==> src/rtl/rf_wb_arbiter.sv <==
// Register-file write-port owner: round-robin ALU/LSU writeback arbitration,
// one-cycle registered write, pending-load scoreboard and decode stall.
module rf_wb_arbiter #(
   parameter int unsigned XLEN   = 32,
   parameter int unsigned MAX_LD = 4
) (
   input  logic            clk,
   input  logic            rst_n,
   input  logic            alu_valid,
   output logic            alu_ready,
   input  logic [4:0]      alu_rd,
   input  logic [XLEN-1:0] alu_wd,
   input  logic            lsu_valid,
   output logic            lsu_ready,
   input  logic [4:0]      lsu_rd,
   input  logic [XLEN-1:0] lsu_wd,
   input  logic            ld_issue,
   input  logic [4:0]      ld_rd,
   input  logic [4:0]      dec_rs1,
   input  logic [4:0]      dec_rs2,
   input  logic [4:0]      dec_rd,
   output logic            stall,
   output logic            ld_full,
   output logic            rf_we,
   output logic [4:0]      rf_a3,
   output logic [XLEN-1:0] rf_wd
);

   localparam int unsigned CNT_W = $clog2(MAX_LD + 1);

   typedef enum logic {
      SRC_ALU = 1'b0,
      SRC_LSU = 1'b1
   } src_t;

   logic             wb_valid;
   src_t             wb_src;
   src_t             last_grant;
   logic [31:0]      pending;
   logic [31:0]      pending_nxt;
   logic [CNT_W-1:0] ld_cnt;
   logic [CNT_W-1:0] ld_cnt_nxt;

   logic             grant_any;
   src_t             win_src;
   logic [4:0]       win_rd;
   logic [XLEN-1:0]  win_wd;
   logic             commit;
   logic             issue_ok;

   // Round-robin grant: on contention the requester that did not win last time goes.
   always_comb begin
      alu_ready = alu_valid && (!lsu_valid || (last_grant == SRC_LSU));
      lsu_ready = lsu_valid && (!alu_valid || (last_grant == SRC_ALU));
      grant_any = alu_ready || lsu_ready;
      win_src   = lsu_ready ? SRC_LSU : SRC_ALU;
      win_rd    = lsu_ready ? lsu_rd : alu_rd;
      win_wd    = lsu_ready ? lsu_wd : alu_wd;
   end

   assign commit   = wb_valid && (wb_src == SRC_LSU);
   assign issue_ok = ld_issue && (ld_cnt < CNT_W'(MAX_LD));
   assign ld_full  = (ld_cnt == CNT_W'(MAX_LD));

   // Scoreboard next state; a same-register issue overrides the commit clear.
   always_comb begin
      pending_nxt = pending;
      ld_cnt_nxt  = ld_cnt;
      if (commit) begin
         pending_nxt[rf_a3] = 1'b0;
      end
      if (issue_ok && (ld_rd != 5'd0)) begin
         pending_nxt[ld_rd] = 1'b1;
      end
      if (issue_ok && !commit) begin
         ld_cnt_nxt = ld_cnt + CNT_W'(1);
      end else if (commit && !issue_ok && (ld_cnt != CNT_W'(0))) begin
         ld_cnt_nxt = ld_cnt - CNT_W'(1);
      end
   end

   // Hold decode on in-flight loads and on the write still sitting in the stage.
   always_comb begin
      stall = 1'b0;
      if (dec_rs1 != 5'd0) begin
         stall = stall || pending[dec_rs1] || (wb_valid && (rf_a3 == dec_rs1));
      end
      if (dec_rs2 != 5'd0) begin
         stall = stall || pending[dec_rs2] || (wb_valid && (rf_a3 == dec_rs2));
      end
      if (dec_rd != 5'd0) begin
         stall = stall || pending[dec_rd];
      end
   end

   always_ff @(posedge clk or negedge rst_n) begin
      if (!rst_n) begin
         wb_valid   <= 1'b0;
         wb_src     <= SRC_ALU;
         last_grant <= SRC_LSU;
         rf_we      <= 1'b0;
         rf_a3      <= 5'd0;
         rf_wd      <= '0;
         pending    <= '0;
         ld_cnt     <= '0;
      end else begin
         wb_valid <= grant_any;
         rf_we    <= grant_any && (win_rd != 5'd0);
         if (grant_any) begin
            wb_src     <= win_src;
            last_grant <= win_src;
            rf_a3      <= win_rd;
            rf_wd      <= win_wd;
         end
         pending <= pending_nxt;
         ld_cnt  <= ld_cnt_nxt;
      end
   end

endmodule

==> config.mk <==
export PLATFORM = sky130hd
export DESIGN_NAME = rf_wb_arbiter
export DESIGN_NICKNAME = d
export VERILOG_FILES = /design/src/rtl/rf_wb_arbiter.sv
export SDC_FILE = /design/constraint.sdc
export NUM_CORES = 1
export LEC_CHECK = 0
export BUFFER_PORTS_ARGS = -buffer_cell sky130_fd_sc_hd__buf_2
export CORE_ASPECT_RATIO = 0.75
export CORE_MARGIN = 1
export CORE_UTILIZATION = 40
export CTS_BUF_LIST = sky130_fd_sc_hd__clkbuf_2
export CTS_CLUSTER_SIZE = 8
export DETAILED_ROUTE_END_ITERATION = 6
export GPL_ROUTABILITY_DRIVEN = 0
export HOLD_SLACK_MARGIN = 0.1
export PLACE_DENSITY_LB_ADDON = 0.3
export SYNTH_ARGS = -nofsm -noshare
export SYNTH_HDL_FRONTEND = slang
export SYNTH_SLANG_ARGS = --single-unit
export TNS_END_PERCENT = 20
==> constraint.sdc <==
create_clock -name clk -period 5.35 [get_ports clk]
set_clock_uncertainty 0.15 [all_clocks]
set_input_delay 0.2675 -clock clk [delete_from_list [all_inputs] [get_ports clk]]
set_output_delay 0.2675 -clock clk [all_outputs]
set_load 0.03 [all_outputs]
== After elaboration in Yosys (flattened, before gate mapping) ==
Cells that the tools add are included.

* Muxes and demuxes: 20
* Add/subtract/negate cells: 2
* Equality and inequality tests: 3
* Magnitude comparators: 8
* Bitwise operators: 4
* Reductions and logical operators: 31

{| class="wikitable"
|+ Operator list
! kind !! number
|-
| $mux W32 || 3
|-
| $and A32 B32 Y32 || 1
|-
| $not A32 Y32 || 1
|-
| $or A32 B32 Y32 || 1
|-
| $lt A5 B6 Y1 const B || 5
|-
| $reduce_bool A5 Y1 || 5
|-
| $bmux W1 S5 || 3
|-
| $logic_and A1 B1 Y1 || 13
|-
| $demux W1 S5 || 2
|-
| $eq A5 B5 Y1 || 2
|-
| $ge A5 B1 Y1 const B || 2
|-
| $mux W1 || 9
|-
| $logic_or A1 B1 Y1 || 7
|-
| $mux W3 || 2
|-
| $mux W5 || 1
|-
| $logic_not A1 Y1 || 4
|-
| $add A3 B1 Y3 const B || 1
|-
| $eq A3 B3 Y1 const B || 1
|-
| $lt A3 B3 Y1 const B || 1
|-
| $reduce_bool A3 Y1 || 1
|-
| $sub A3 B1 Y3 const B || 1
|-
| $reduce_bool A2 Y1 || 1
|-
| $not A1 Y1 || 1
|}

* Output and inout bits: 42
* Register bits after elaboration: 76
* Word-level logic and storage cells: 76
* Input bits: 99

== Logic depth before layout (Yosys ltp) ==
* Word-level depth: 9
* Mapped depth: 7
* Mapped depth without buffers: 6

== Worst setup path after synthesis ==
OpenSTA, ideal clock, no wires.

* Path kind: reg2out
* Start: reg rf_a3[3]
* End: out stall
* Cell stages (with the launch flop): 7
* Arrival time: 1.912 ns
* Data required time: 4.933 ns
* Path slack: 3.020 ns
* Buffers on the path: 1
* Cells stage by stage: dfrtp_1 clkbuf_1 xnor2_1 nand4_1 o211ai_1 o21ai_0 o2111ai_1

* Longest elaborated chain between the ends: 9
* Elaborated cells on any way between the ends: 11
* Those cells by class: eq/ne (2); mux (3); reduce/logical (6)

{| class="wikitable"
|+ RTL lines
! element !! RTL line !! RTL
|-
| start: declaration || 25 || <nowiki>output logic [4:0] rf_a3,</nowiki>
|-
| start signal: assignment || 112 || <nowiki>rf_a3 <= win_rd;</nowiki>
|-
| $eq A5 B5 Y1 || 86 || <nowiki>stall = stall || pending[dec_rs1] || (wb_valid && (rf_a3 == dec_rs1));</nowiki>
|-
| $logic_and A1 B1 Y1 || 86 ||
|-
| $logic_or A1 B1 Y1 || 86 ||
|-
| $mux W1 || 85 || <nowiki>if (dec_rs1 != 5'd0) begin</nowiki>
|-
| $logic_or A1 B1 Y1 (2 in a row) || 89 || <nowiki>stall = stall || pending[dec_rs2] || (wb_valid && (rf_a3 == dec_rs2));</nowiki>
|-
| $mux W1 * || 88 || <nowiki>if (dec_rs2 != 5'd0) begin</nowiki>
|-
| $logic_or A1 B1 Y1 || 92 || <nowiki>stall = stall || pending[dec_rd];</nowiki>
|-
| $mux W1 * || 91 || <nowiki>if (dec_rd != 5'd0) begin</nowiki>
|-
| end: declaration || 22 || <nowiki>output logic stall,</nowiki>
|}

Every way passes the cells marked *; elsewhere a longest branch is shown, timed or not.

== Worst setup path after layout ==
* Start: reg last_grant
* End: out alu_ready

* Longest elaborated chain between the ends: 2

{| class="wikitable"
|+ RTL lines
! element !! RTL line !! RTL
|-
| start: declaration || 38 || <nowiki>src_t last_grant;</nowiki>
|-
| start signal: assignment || 111 || <nowiki>last_grant <= win_src;</nowiki>
|-
| $logic_or A1 B1 Y1 || 53 || <nowiki>alu_ready = alu_valid && (!lsu_valid || (last_grant == SRC_LSU));</nowiki>
|-
| $logic_and A1 B1 Y1 || 53 ||
|-
| end: declaration || 10 || <nowiki>output logic alu_ready,</nowiki>
|}

Every way passes these cells.

==> impl_metrics.ini <==
[status]
status = complete, no violations

[clocking]
numClockSinks = 76
clkLatencyLatePin_ns = 0.52
clock_tree.root_cell = clkbuf_2
cts_max_path_buffers = 2
numCtsBuffers = 9
clkTransAtPathRegs_ns = 0.22
ctsResizeCount = 0
cts_tree = done
cts-htree-levels = 3

[timing]
tightestPinTransition_ns = 1.00
hold_violations = 0
max_slew_margin_pct = 32.7
finalMaxSlewViolations = 0
fin_crit_sh_pct = 61.7
period_needed_ns = 3.30
rsz0062_at_grt = false
setup_violations = 0
setup_tns_ns = 0
fmax_mhz = 303

[cells_and_area]
nFillCells = 980
final_cells = 858
syn2layout_area_growth_pct = 37.6
final_common_cell = buf_2
final_nets = 813
antennaDiodeCount = 0
layout_common_cells = buf_2 (139), dlygate4sd3_1 (86), dfrtp_1 (75)
drive_gt1_share_pct = 26.2

[placement]
io_buffers = 140
dp_hpwl_mm = 10.0
dp_cells = 756

[routing]
drt_iter0_drc = 379
ant_nets = 0
wl_per_cell_um = 17.3
vias = 4889
drc = 0
routed_wl_mm = 14.9
firstDrtPassIters = 5
vias_per_cell = 5.70

[setup_path]
cp_slowest_stage_delay_ns = 0.76
crit_top_cell = nand2_1
cp_top_family = buffers and inverters
cp_num_buf_inv = 4
crit_path_end_kind = primary output
path_class = register to primary output
path_cells = clkinv_1, nand2_1, nand2_1, buf_4, inv_1, buf_2
critPathArrivalTime_ns = 2.88
cp_slowest_cell = clkinv_1
required_ns = 4.93
cp_max_fo = 38
cp-start-kind = register

[synth]
synth_ff_type = dfrtp_1
avgSynthCellArea_um2 = 9.12
synth_edf_count = 0
ys_warn_count = 0
ys_types = 49
ys_seq_area_share_pct = 40.9
synth.cell_area_um2 = 4650
synth_nets = 610
postSynth.asyncResetShare_pct = 100
netlist_instances = 510
synth_seq_cells = 76

[grt]
track_usage_pct = 25.3
overflow = 0
grt_pass1_vias = 4686
grt_pass1_wl_mm = 23.6
antenna_found_initial = 0
grt_start_max_net_pins = 101

[pwr]
power_uw = 2140
total_leakage_power_uw = 0.00274
ir_drop_v = 0.000135
power.density_nw_per_um2 = 335

[die]
die_y_um = 95.4
io_pins = 141
initial_core_util_pct = 41.9
core_area_um2 = 11100
rows = 33
die_w_um = 126
die_area_um2 = 12100

[hold_path]
worst_hold_path_type = primary input to register

[run]
maxCapViolations = 0
[synthesized netlist by cell type, drive strengths merged, types with 2 or more instances]
master / number / share of area (%)
mux2i: 9 / 1.9
mux2: 13 / 3.1
o211ai: 3 / 0.48
a21oi: 33 / 3.6
nand2b: 4 / 0.54
and2: 2 / 0.27
or2: 2 / 0.27
mux4: 19 / 9.8
nor4b: 2 / 0.38
a22oi: 2 / 0.32
nand3: 7 / 0.75
xnor2: 7 / 1.3
or4: 2 / 0.32
o22ai: 35 / 4.7
a31oi: 32 / 4.3
nand4: 2 / 0.27
nand2: 25 / 2.0
o21ai: 73 / 7.9
nor3: 5 / 0.65
nor4: 3 / 0.40
nor2: 47 / 3.8
inv: 35 / 2.8
dfrtp: 75 / 40
clkbuf: 31 / 2.5
nor3b: 4 / 0.65
nand3b: 3 / 0.48
xor2: 4 / 0.75
buf: 6 / 0.75
or3: 2 / 0.27
nor2b: 8 / 1.1
a2111oi: 2 / 0.38
[metrics by stage]
stage          util, %  setup slack (ns)  hold slack (ns)  instance area (um^2)
2_1_floorplan        -              3.02           -0.178                  4650
3_3_place_gp      48.6              2.68            0.336                  5400
6_report          57.6              2.05            0.212                  6400
4_1_cts           57.6              1.98            0.136                  6400
3_5_place_dp      48.6              2.64            0.340                  5400
5_1_grt           57.6              1.81            0.170                  6400
[worst register-to-register path: stages (launching register included)]
cell and delay [ns]:
dfstp_2 0.58, clkinv_1 0.76, nand2_1 0.30, nand2_1 0.08, buf_4 0.30, o22ai_1 0.23, a31oi_1 0.07, dlygate4sd3_1 0.61
[report_power, final]
group	switching, uW	internal (uW)	leakage (uW)
combinational	419	429	0.00181
clock	207	153	0.0000816
sequential	201	736	0.000851
total	827	1320	0.00274
[metal layers]
metal | up-vias | GRT usage [%] | share of wire (%)
met5 | - | 0 | 0
met4 | 0 | 8.63 | 1.9
met3 | 26 | 5.61 | 7.2
met2 | 213 | 41.2 | 46
met1 | 2359 | 33.5 | 45
li1 | 2291 | - | -
[flip-flops by register name, summed over array words and instances, names as in the netlist]
register and flops:
rf_a3 5, last_grant 1, rf_we 1, pending 32
rf_wd 32, wb_valid 1, ld_cnt 3, wb_src 1
[final cells by class]
type                            count  area [um^2]  share of cell area (%)
Clock buffer                        9         45.0                   0.704
Multi-Input combinational cell    361         2460                    38.5
Sequential cell                    76         1900                    29.8
Inverter                           36          135                    2.11
Tap cell                          140          175                    2.74
Timing Repair Buffer              229         1590                    24.8
Clock inverter                      7         91.3                    1.43
[logic make-up (layout without fill, tap and decap cells)]
kind of cell	after synthesis	after routing	share of synthesized area [%]
simple gates	121	121	12.6
mux	41	41	14.9
xor+xnor	11	11	2.07
fa+ha+maj	1	1	0.431
flops	76	76	40.9
buf+inv	73	281	6.16
compound gates	187	187	22.9
[worst paths after layout]
check / start / end / slack (ns) / cells after the start
setup / recovery: last_grant$_DFFE_PN1P_ / alu_ready / 2.05 / 6
min in group asynchronous: rst_n / rf_wd[16]$_DFFE_PN0P_ / 0.27 / 2
hold reg to reg: pending[0]$_DFF_PN0_ / pending[0]$_DFF_PN0_ / 0.41 / 1
hold / removal: alu_valid / last_grant$_DFFE_PN1P_ / 0.21 / 2
setup reg to reg: last_grant$_DFFE_PN1P_ / rf_wd[17]$_DFFE_PN0P_ / 2.17 / 7
max in group asynchronous: rst_n / pending[24]$_DFF_PN0_ / 4.14 / 2
[what timing repair did]
| action | in CTS | in global routing |
|---|---|---|
| hold endpoints to repair | 147 | 0 |
| endpoints found under the setup margin | 0 | 0 |
| hold buffers | 86 | 0 |
| buffers inserted | 0 | 0 |
(Power assumes the default switching activity.)
